--- src/rtl/wb_dec_1m_3s.sv ---
`default_nettype none
// =============================================================================
// wb_dec_1m_3s : Wishbone pipelined 1-master / 3-slave address decoder, in-order
//                response tracking; optional timeout under WB_DEC_TIMEOUT_EN.
// Revision     : 1.0 - initial release
// =============================================================================
module wb_dec_1m_3s #(
   parameter logic [31:0] S0_BASE   = 32'h0000_0000,
   parameter logic [31:0] S0_MASK   = 32'hF000_0000,
   parameter logic [31:0] S1_BASE   = 32'h1000_0000,
   parameter logic [31:0] S1_MASK   = 32'hF000_0000,
   parameter logic [31:0] S2_BASE   = 32'h2000_0000,
   parameter logic [31:0] S2_MASK   = 32'hF000_0000,
   parameter int          MAX_OUTST = 4,
   parameter int          TIMEOUT   = 255
) (
   input  logic        CLK,
   input  logic        RST_ASYNC_N,
   input  logic [31:0] WB_SL0_ADR_IN,
   input  logic        WB_SL0_CYC_IN,
   input  logic        WB_SL0_STB_IN,
   input  logic        WB_SL0_WE_IN,
   input  logic [3:0]  WB_SL0_SEL_IN,
   input  logic [2:0]  WB_SL0_CTI_IN,
   input  logic [1:0]  WB_SL0_BTE_IN,
   input  logic [31:0] WB_SL0_WR_DAT_IN,
   output logic        WB_SL0_STALL_OUT,
   output logic        WB_SL0_ACK_OUT,
   output logic        WB_SL0_ERR_OUT,
   output logic [31:0] WB_SL0_RD_DAT_OUT,
   output logic [31:0] WB_M0_ADR_OUT,
   output logic        WB_M0_WE_OUT,
   output logic [3:0]  WB_M0_SEL_OUT,
   output logic [2:0]  WB_M0_CTI_OUT,
   output logic [1:0]  WB_M0_BTE_OUT,
   output logic [31:0] WB_M0_WR_DAT_OUT,
   output logic        WB_M0_CYC_OUT,
   output logic        WB_M0_STB_OUT,
   input  logic        WB_M0_STALL_IN,
   input  logic        WB_M0_ACK_IN,
   input  logic        WB_M0_ERR_IN,
   input  logic [31:0] WB_M0_RD_DAT_IN,
   output logic [31:0] WB_M1_ADR_OUT,
   output logic        WB_M1_WE_OUT,
   output logic [3:0]  WB_M1_SEL_OUT,
   output logic [2:0]  WB_M1_CTI_OUT,
   output logic [1:0]  WB_M1_BTE_OUT,
   output logic [31:0] WB_M1_WR_DAT_OUT,
   output logic        WB_M1_CYC_OUT,
   output logic        WB_M1_STB_OUT,
   input  logic        WB_M1_STALL_IN,
   input  logic        WB_M1_ACK_IN,
   input  logic        WB_M1_ERR_IN,
   input  logic [31:0] WB_M1_RD_DAT_IN,
   output logic [31:0] WB_M2_ADR_OUT,
   output logic        WB_M2_WE_OUT,
   output logic [3:0]  WB_M2_SEL_OUT,
   output logic [2:0]  WB_M2_CTI_OUT,
   output logic [1:0]  WB_M2_BTE_OUT,
   output logic [31:0] WB_M2_WR_DAT_OUT,
   output logic        WB_M2_CYC_OUT,
   output logic        WB_M2_STB_OUT,
   input  logic        WB_M2_STALL_IN,
   input  logic        WB_M2_ACK_IN,
   input  logic        WB_M2_ERR_IN,
   input  logic [31:0] WB_M2_RD_DAT_IN
);

   typedef enum logic [2:0] {
      SEL_NONE = 3'd0,
      SEL_S0   = 3'd1,
      SEL_S1   = 3'd2,
      SEL_S2   = 3'd3,
      SEL_UNM  = 3'd4
   } sel_t;

   localparam logic [3:0] c_MAX_OUTST = 4'(MAX_OUTST);

   sel_t        r_sel;
   sel_t        w_dec;
   logic [3:0]  r_cnt;
   logic        r_unm_err;
   logic        w_busy, w_full, w_drain, w_tgt_stall, w_stall, w_acc;
   logic        w_rsp_ack, w_rsp_err, w_ack, w_err, w_rsp, w_tmo_hit, w_live;
   logic [31:0] w_rsp_dat;
   logic [2:0]  w_dec_oh, w_sel_oh;

   always_comb begin
      if ((WB_SL0_ADR_IN & S0_MASK) == S0_BASE)      w_dec = SEL_S0;
      else if ((WB_SL0_ADR_IN & S1_MASK) == S1_BASE) w_dec = SEL_S1;
      else if ((WB_SL0_ADR_IN & S2_MASK) == S2_BASE) w_dec = SEL_S2;
      else                                           w_dec = SEL_UNM;
   end

   assign w_dec_oh = {w_dec == SEL_S2, w_dec == SEL_S1, w_dec == SEL_S0};
   assign w_sel_oh = {r_sel == SEL_S2, r_sel == SEL_S1, r_sel == SEL_S0};

   always_comb begin
      case (w_dec)
         SEL_S0:  w_tgt_stall = WB_M0_STALL_IN;
         SEL_S1:  w_tgt_stall = WB_M1_STALL_IN;
         SEL_S2:  w_tgt_stall = WB_M2_STALL_IN;
         default: w_tgt_stall = 1'b0;
      endcase
   end

   // Unmapped beats are answered from r_unm_err, one cycle after acceptance
   always_comb begin
      w_rsp_ack = 1'b0;
      w_rsp_err = 1'b0;
      w_rsp_dat = '0;
      case (r_sel)
         SEL_S0: begin
            w_rsp_ack = WB_M0_ACK_IN;
            w_rsp_err = WB_M0_ERR_IN;
            w_rsp_dat = WB_M0_RD_DAT_IN;
         end
         SEL_S1: begin
            w_rsp_ack = WB_M1_ACK_IN;
            w_rsp_err = WB_M1_ERR_IN;
            w_rsp_dat = WB_M1_RD_DAT_IN;
         end
         SEL_S2: begin
            w_rsp_ack = WB_M2_ACK_IN;
            w_rsp_err = WB_M2_ERR_IN;
            w_rsp_dat = WB_M2_RD_DAT_IN;
         end
         SEL_UNM: w_rsp_err = r_unm_err;
         default: begin
         end
      endcase
   end

   assign w_busy  = (r_cnt != 4'd0);
   assign w_full  = (r_cnt == c_MAX_OUTST);
   assign w_drain = w_busy & (w_dec != r_sel);
   assign w_stall = w_drain | w_full | w_tgt_stall;
   assign w_live  = RST_ASYNC_N & WB_SL0_CYC_IN;
   assign w_acc   = w_live & WB_SL0_STB_IN & ~w_stall;
   assign w_ack   = w_live & w_busy & w_rsp_ack;
   assign w_err   = w_live & w_busy & (w_rsp_err | w_tmo_hit);
   assign w_rsp   = w_ack | w_err;

`ifdef WB_DEC_TIMEOUT_EN
   localparam logic [7:0] c_TMO_LAST = 8'(TIMEOUT - 1);

   logic [7:0] r_tmo;
   logic       w_progress;

   // Fires on the cycle the counter would reach TIMEOUT, so ERR lands TIMEOUT cycles after the last progress
   assign w_progress = w_acc | (w_busy & (w_rsp_ack | w_rsp_err));
   assign w_tmo_hit  = w_busy & WB_SL0_CYC_IN & ~w_progress & (r_tmo == c_TMO_LAST);

   always_ff @(posedge CLK or negedge RST_ASYNC_N) begin
      if (!RST_ASYNC_N) begin
         r_tmo <= '0;
      end else if (!w_busy || !WB_SL0_CYC_IN || w_progress || w_tmo_hit) begin
         r_tmo <= '0;
      end else begin
         r_tmo <= r_tmo + 8'd1;
      end
   end
`else
   logic [7:0] w_unused_tmo;
   assign w_unused_tmo = 8'(TIMEOUT);
   assign w_tmo_hit    = 1'b0;
`endif

   always_ff @(posedge CLK or negedge RST_ASYNC_N) begin
      if (!RST_ASYNC_N) begin
         r_cnt     <= 4'd0;
         r_sel     <= SEL_NONE;
         r_unm_err <= 1'b0;
      end else if (!WB_SL0_CYC_IN || w_tmo_hit) begin
         r_cnt     <= 4'd0;
         r_sel     <= SEL_NONE;
         r_unm_err <= 1'b0;
      end else begin
         r_unm_err <= w_acc & (w_dec == SEL_UNM);
         if (w_acc && !w_rsp)      r_cnt <= r_cnt + 4'd1;
         else if (!w_acc && w_rsp) r_cnt <= r_cnt - 4'd1;
         if (w_acc)                          r_sel <= w_dec;
         else if (w_rsp && r_cnt == 4'd1)    r_sel <= SEL_NONE;
      end
   end

   assign WB_SL0_STALL_OUT  = ~RST_ASYNC_N | w_stall;
   assign WB_SL0_ACK_OUT    = w_ack;
   assign WB_SL0_ERR_OUT    = w_err;
   assign WB_SL0_RD_DAT_OUT = (w_live & w_busy) ? w_rsp_dat : 32'h0;

   logic       w_stb_ok;
   logic [2:0] w_stb_oh, w_cyc_oh;

   assign w_stb_ok = w_live & WB_SL0_STB_IN & ~w_drain & ~w_full & ~w_tmo_hit;
   assign w_stb_oh = {3{w_stb_ok}} & w_dec_oh;
   assign w_cyc_oh = {3{w_live & ~w_tmo_hit}} & (w_sel_oh | (w_dec_oh & {3{WB_SL0_STB_IN}}));

   assign WB_M0_CYC_OUT = w_cyc_oh[0];
   assign WB_M1_CYC_OUT = w_cyc_oh[1];
   assign WB_M2_CYC_OUT = w_cyc_oh[2];
   assign WB_M0_STB_OUT = w_stb_oh[0];
   assign WB_M1_STB_OUT = w_stb_oh[1];
   assign WB_M2_STB_OUT = w_stb_oh[2];

   assign WB_M0_ADR_OUT    = WB_SL0_ADR_IN;
   assign WB_M0_WE_OUT     = WB_SL0_WE_IN;
   assign WB_M0_SEL_OUT    = WB_SL0_SEL_IN;
   assign WB_M0_CTI_OUT    = WB_SL0_CTI_IN;
   assign WB_M0_BTE_OUT    = WB_SL0_BTE_IN;
   assign WB_M0_WR_DAT_OUT = WB_SL0_WR_DAT_IN;
   assign WB_M1_ADR_OUT    = WB_SL0_ADR_IN;
   assign WB_M1_WE_OUT     = WB_SL0_WE_IN;
   assign WB_M1_SEL_OUT    = WB_SL0_SEL_IN;
   assign WB_M1_CTI_OUT    = WB_SL0_CTI_IN;
   assign WB_M1_BTE_OUT    = WB_SL0_BTE_IN;
   assign WB_M1_WR_DAT_OUT = WB_SL0_WR_DAT_IN;
   assign WB_M2_ADR_OUT    = WB_SL0_ADR_IN;
   assign WB_M2_WE_OUT     = WB_SL0_WE_IN;
   assign WB_M2_SEL_OUT    = WB_SL0_SEL_IN;
   assign WB_M2_CTI_OUT    = WB_SL0_CTI_IN;
   assign WB_M2_BTE_OUT    = WB_SL0_BTE_IN;
   assign WB_M2_WR_DAT_OUT = WB_SL0_WR_DAT_IN;

endmodule
`default_nettype wire

--- config.mk ---
export PLATFORM = sky130hd
export DESIGN_NAME = wb_dec_1m_3s
export DESIGN_NICKNAME = d
export VERILOG_FILES = /design/src/rtl/wb_dec_1m_3s.sv
export SDC_FILE = /design/constraint.sdc
export NUM_CORES = 1
export LEC_CHECK = 0
export ABC_CLOCK_PERIOD_IN_PS = 3170
export CAP_MARGIN = 20
export CORE_AREA = 2 2 173 175
export CTS_BUF_LIST = sky130_fd_sc_hd__clkbuf_2
export CTS_CLUSTER_DIAMETER = 100
export CTS_CLUSTER_SIZE = 16
export DETAILED_ROUTE_END_ITERATION = 10
export DIE_AREA = 0 0 175 177
export REMOVE_ABC_BUFFERS = 1
export SETUP_SLACK_MARGIN = 0.02
export SYNTH_ARGS = -nofsm -noshare
export SYNTH_HDL_FRONTEND = slang
export SYNTH_SLANG_ARGS = --single-unit
--- constraint.sdc ---
create_clock -name CLK -period 3.17 [get_ports CLK]
set_input_delay 0.317 -clock CLK [delete_from_list [all_inputs] [get_ports CLK]]
set_output_delay 0.317 -clock CLK [all_outputs]
set_load 0.005 [all_outputs]
# Word level (Yosys, flattened, before mapping)
# Index checks and enable logic that the tools add are counted.
[word_totals] ff_bits=8 latch_bits=0 mem_bits_rw=0 rom_bits=0 in_bits=183 out_inout_bits=263 wordCells=64 mem_count=0
[op_classes] addsub=2 mul=0 div_mod_pow=0 magnitude_cmp=0 eq_ne=15 shift=0 n_mux=15 n_bitwise=22 reduce_logical=7
[ops] operator="one-hot mux 32 bit (3 select lines)" count=1
[ops] operator="logical NOT 32 bit" count=1
[ops] operator="two-way mux 32 bit" count=1
[ops] operator="two-way mux 3 bit" count=6
[ops] operator="equality test 3 x 2 -> 1 bit (second input constant)" count=4
[ops] operator="two-way mux 4 bit" count=3
[ops] operator="AND 1 bit" count=10
[ops] operator="AND 3 bit" count=3
[ops] operator="equality test 4 x 1 -> 1 bit (second input constant)" count=2
[ops] operator="equality test 3 x 1 -> 1 bit (second input constant)" count=2
[ops] operator="equality test 3 bit (second input constant)" count=2
[ops] operator="inequality test 3 x 1 -> 1 bit (second input constant)" count=2
[ops] operator="one-hot mux 1 bit (3 select lines)" count=2
[ops] operator="adder 4 x 1 -> 4 bit (second input constant)" count=1
[ops] operator="equality test 4 x 2 -> 1 bit (second input constant)" count=1
[ops] operator="equality test 4 x 3 -> 1 bit (second input constant)" count=1
[ops] operator="inverter 1 bit" count=4
[ops] operator="OR 1 bit" count=4
[ops] operator="one-hot mux 1 bit (4 select lines)" count=1
[ops] operator="nonzero test 4 bit" count=1
[ops] operator="subtractor 4 x 1 -> 4 bit (second input constant)" count=1
[ops] operator="logical AND 1 bit" count=3
[ops] operator="inequality test 3 bit" count=1
[ops] operator="OR 3 bit" count=1
[ops] operator="other kinds (2)" count=3

# Depth between registers and ports, before layout
[depth] word_depth=15 depth_mapped=9 mapped_depth_nobuf=8

# Worst setup path before layout
# OpenSTA, ideal clock, no wires.
[synth_path] kind="flip-flop to flip-flop" from="register r_cnt[1]" to="register r_cnt[2]" setup_time_ns=0.079 arrival_ns=2.047 required_ns=3.091 setup_slack_ns=1.043 path_stages_with_launch=10 n_path_buf=1 period_less_slack_ns=2.127 cell_sequence="dfrtp_1 -> inv_1 -> ha_1 -> or3b_2 -> o21ai_1 -> a2bb2oi_2 -> nand3_1 -> buf_2 -> mux2i_1 -> mux2i_1"
[synth_via] elab_chain_len=9 elab_cells_between_ends=21 cone_classes="2 x add/sub; 2 x eq/ne; 3 x mux; 9 x bitwise; 5 x reduce/logical"
[synth_rtl] item="start: declaration" line_no="81" text="logic [3:0] r_cnt;"
[synth_rtl] item="start signal: assignment" line_no="180" text="if (w_acc && !w_rsp) r_cnt <= r_cnt + 4'd1;"
[synth_rtl] item="start signal: assignment" line_no="181" text="else if (!w_acc && w_rsp) r_cnt <= r_cnt - 4'd1;"
[synth_rtl] item="nonzero test 4 bit" line_no="134" text="assign w_busy = (r_cnt != 4'd0);"
[synth_rtl] item="AND 1 bit" line_no="136" text="assign w_drain = w_busy & (w_dec != r_sel);"
[synth_rtl] item="OR 1 bit (2 in a row)" line_no="137" text="assign w_stall = w_drain | w_full | w_tgt_stall;"
[synth_rtl] item="inverter 1 bit" line_no="139" text="assign w_acc = w_live & WB_SL0_STB_IN & ~w_stall;"
[synth_rtl] item="AND 1 bit" line_no="139"
[synth_rtl] item="logical NOT 1 bit or logical AND 1 bit (tied branches)" line_no="181, 180"
[synth_rtl] item="logical AND 1 bit or two-way mux 4 bit (tied branches)" line_no="181, 180"
[synth_rtl] item="inequality test 3 x 1 -> 1 bit (no source line) or two-way mux 4 bit (tied branches)"
# Parallel ways exist; a longest one is shown, timed or not. The select of a mux whose other input is x is not followed.
# A chain may end at the register's enable or synchronous reset.

# Worst setup path in the final report
[layout_path] from="register r_cnt[0]" to="output WB_M1_STB_OUT"
[layout_via] elab_chain_len=6 elab_cells_between_ends=8 cone_classes="1 x eq/ne; 6 x bitwise; 1 x reduce/logical"
[layout_rtl] item="nonzero test 4 bit" line_no="134"
[layout_rtl] item="AND 1 bit" line_no="136"
[layout_rtl] item="inverter 1 bit" line_no="195" text="assign w_stb_ok = w_live & WB_SL0_STB_IN & ~w_drain & ~w_full & ~w_tmo_hit;"
[layout_rtl] item="AND 1 bit" line_no="195"
[layout_rtl] item="AND 1 bit *" line_no="195"
[layout_rtl] item="AND 3 bit *" line_no="196" text="assign w_stb_oh = {3{w_stb_ok}} & w_dec_oh;"
[layout_rtl] item="end: declaration" line_no="50" text="output logic WB_M1_STB_OUT,"
# Every way passes the cells marked *; elsewhere a longest branch is shown, timed or not.

==> results.yml <==
status:
  status: "completed"
synth:
  ys_types: 42
  synth_top_area_share_pct: 50.4
  synth_area_um2: 3310
  synthFlopType: "dfrtp_1"
  synth_edf_count: 0
  avgSynthCellArea_um2: 7.53
  synthTopCellsByArea: "buf_4 50%, mux2_2 11%, a22oi_1 7.3%, dfrtp_1 6.1%, nor2_1 5.1%"
  syn_inst: 439
  ys_seq_elements: 8
  yosys_warnings: 0
  yosysTopAreaCell: "buf_4"
  synthArstFlopShare_pct: 100
  yosysSeqAreaShare_pct: 6.05
global_route:
  grt-ovfl-total: 0
  antenna_found_initial: 7
  grt_start_max_net_pins: 34
  grt_use_total_pct: 21.3
  grt_pass1_wl_mm: 40.6
  grt_pass1_vias: 2951
worst_setup_path:
  path_max_fanout: 5
  critPathMaxStageDelay_ns: 0.55
  cp-end-kind: "output port"
  worstPathRequired_ns: 2.85
  cp_cell_sequence: "inv_1 > ha_1 > or3b_2 > o21ai_1 > a2bb2oi_2 > nand2_1 > nor4_1 > clkdlybuf4s50_1"
  crit_type: "reg2out"
  arrival_ns: 2.61
  startpoint_type: "flip-flop"
  slowest_stage: "clkdlybuf4s50_1"
timing:
  finalCritPeriodShare_pct: 92.2
  whs_ns: 0.423
  setup_viol: 0
  period_minus_slack_ns: 2.92
  clock_skew_ns: 0.0102
  rsz0062_at_grt: "false"
  slew_headroom_pct: 66.4
  clock.fmax_mhz: 342
  drv_slew: 0
  tightest_slew_ns: 0.503
  hold_viol: 0
clocking:
  cts_made_buffers: 3
  tritoncts: "built"
  htree_num_levels: 1
  postCtsSetupBuffers: 0
  clockRootBuffer: "clkbuf_2"
  holdBufCountCts: 0
  clock_sinks: 8
  clkSlewWorstSetupHoldPaths_ns: 0.09
  clk_latency_ns: 0.24
  cts_resized: 0
  clock_path_buffers: 2
detailed_routing:
  wl_per_cell_um: 44.7
  drc: 0
  drtIter0Drc: 152
  vias: 2863
  dr.pass1.iters: 4
  routed_wl_mm: 34.4
  viasPerCell: 3.72
  antenna_left: 0
placed_design:
  place.gp.congestion: 0.836
  portBuffers: 165
  post-dp-hpwl_mm: 31.4
finish:
  drive_gt1_share_pct: 15.4
  nets: 563
  layout_commonest_cell: "clkdlybuf4s50_1"
  nFillCells: 3332
  area_delta_synth_final_pct: 15.2
  fin_util_pct: 13.0
  final-seq-area_um2: 201
  multiInputGateArea_um2: 1350
  layout_common_cells: "159 x clkdlybuf4s50_1, 45 x nor2_1, 32 x mux2_2, 32 x a22oi_1"
floorplan:
  die_h_um: 177
  start_util_pct: 11.3
  num_rows: 63
  core-area_um2: 29200
  die_x_um: 175
  ioPinCount: 446
  dieArea_um2: 31000
power:
  powerDensity_nw_per_um2: 123
  p_leak_nw: 1.21
  vdd_drop_max_uv: 81.9
worst_hold_path:
  hold_class: "in2async"
job:
  cap_violations: 0
## cells in the mapped netlist, types with 3 or more instances
library cell / number
buf_1: 3
a21oi_1: 4
mux2_2: 32
inv_1: 3
o21ai_1: 3
a22oi_1: 32
nor3_1: 5
clkbuf_1: 12
buf_2: 3
nor2b_1: 4
and3_1: 3
ha_1: 3
mux2i_1: 8
dfrtp_1: 8
nor2_1: 45
nand3b_1: 3
nand2_1: 13
buf_4: 222
nand2b_1: 3
nand3_1: 6
## worst max-delay path: cells and delay by family, from the launching register on
family                   cells  cell delay (ns)
AND/OR/NAND/NOR              3             0.76
buffers and inverters        2             0.66
flip-flops                   1             0.43
AO/OA/AOI/OAI                2             0.30
adder cells (fa/ha/maj)      1             0.22
## layer usage
layer	up-vias	global-route usage (%)	part of all wire, %
met5	-	9.29	1.1
met3	36	25.5	25
li1	1124	-	-
met2	468	35.8	47
met4	16	5.52	2.9
met1	1219	14.1	24
## flip-flops by register name, indices dropped and copies added (netlist names)
signal,cells
r_cnt,4
r_sel,3
r_unm_err,1
## power breakdown
group	switching [mW]	internal (mW)	total (mW)
sequential	0.00579	0.105	0.111
combinational	0.0945	0.193	0.288
clock	0.0357	0.0335	0.0692
## worst paths after layout
path,depth (start not counted),endpoint,from,slack [ns]
min in group CLK,1,r_cnt[3]$_DFFE_PN0P_,r_cnt[3]$_DFFE_PN0P_,0.54
hold reg to reg,1,r_cnt[3]$_DFFE_PN0P_,r_cnt[3]$_DFFE_PN0P_,0.54
setup reg to reg,9,r_sel[2]$_DFFE_PN0P_,r_cnt[0]$_DFFE_PN0P_,0.66
hold / removal,2,r_sel[0]$_DFFE_PN0P_,RST_ASYNC_N,0.42
setup / recovery,8,WB_M1_STB_OUT,r_cnt[0]$_DFFE_PN0P_,0.25
max in group asynchronous,2,r_sel[1]$_DFFE_PN0P_,RST_ASYNC_N,2.59
## metrics by stage
step | cell area [µm²] | std cells | setup TNS (ns) | total power [mW] | setup WS (ns)
2_1_floorplan | 1560 | 198 | -1.93 | 0.193 | -0.343
3_3_place_gp | 3780 | 762 | 0 | 0.400 | 0.327
3_5_place_dp | 3780 | 762 | 0 | 0.402 | 0.336
4_1_cts | 3800 | 766 | 0 | 0.476 | 0.238
5_1_grt | 3800 | 766 | 0 | 0.503 | 0.0258
6_report | 3810 | 769 | 0 | 0.468 | 0.248
## kinds of logic after synthesis
family	synth area share [%]
simple gates	12.3
buf+inv	53.2
xor+xnor	1.21
fa+ha+maj	1.14
flops	6.05
compound gates	12.3
mux	13.8
## final cells by class
cell class	count	area share, %
Antenna cell	3	0.197
Clock buffer	4	0.525
Inverter	3	0.295
Multi-Input combinational cell	187	35.5
Sequential cell	8	5.29
Tap cell	390	12.8
Timing Repair Buffer	174	45.4
Power figures use the tool's default switching activity.
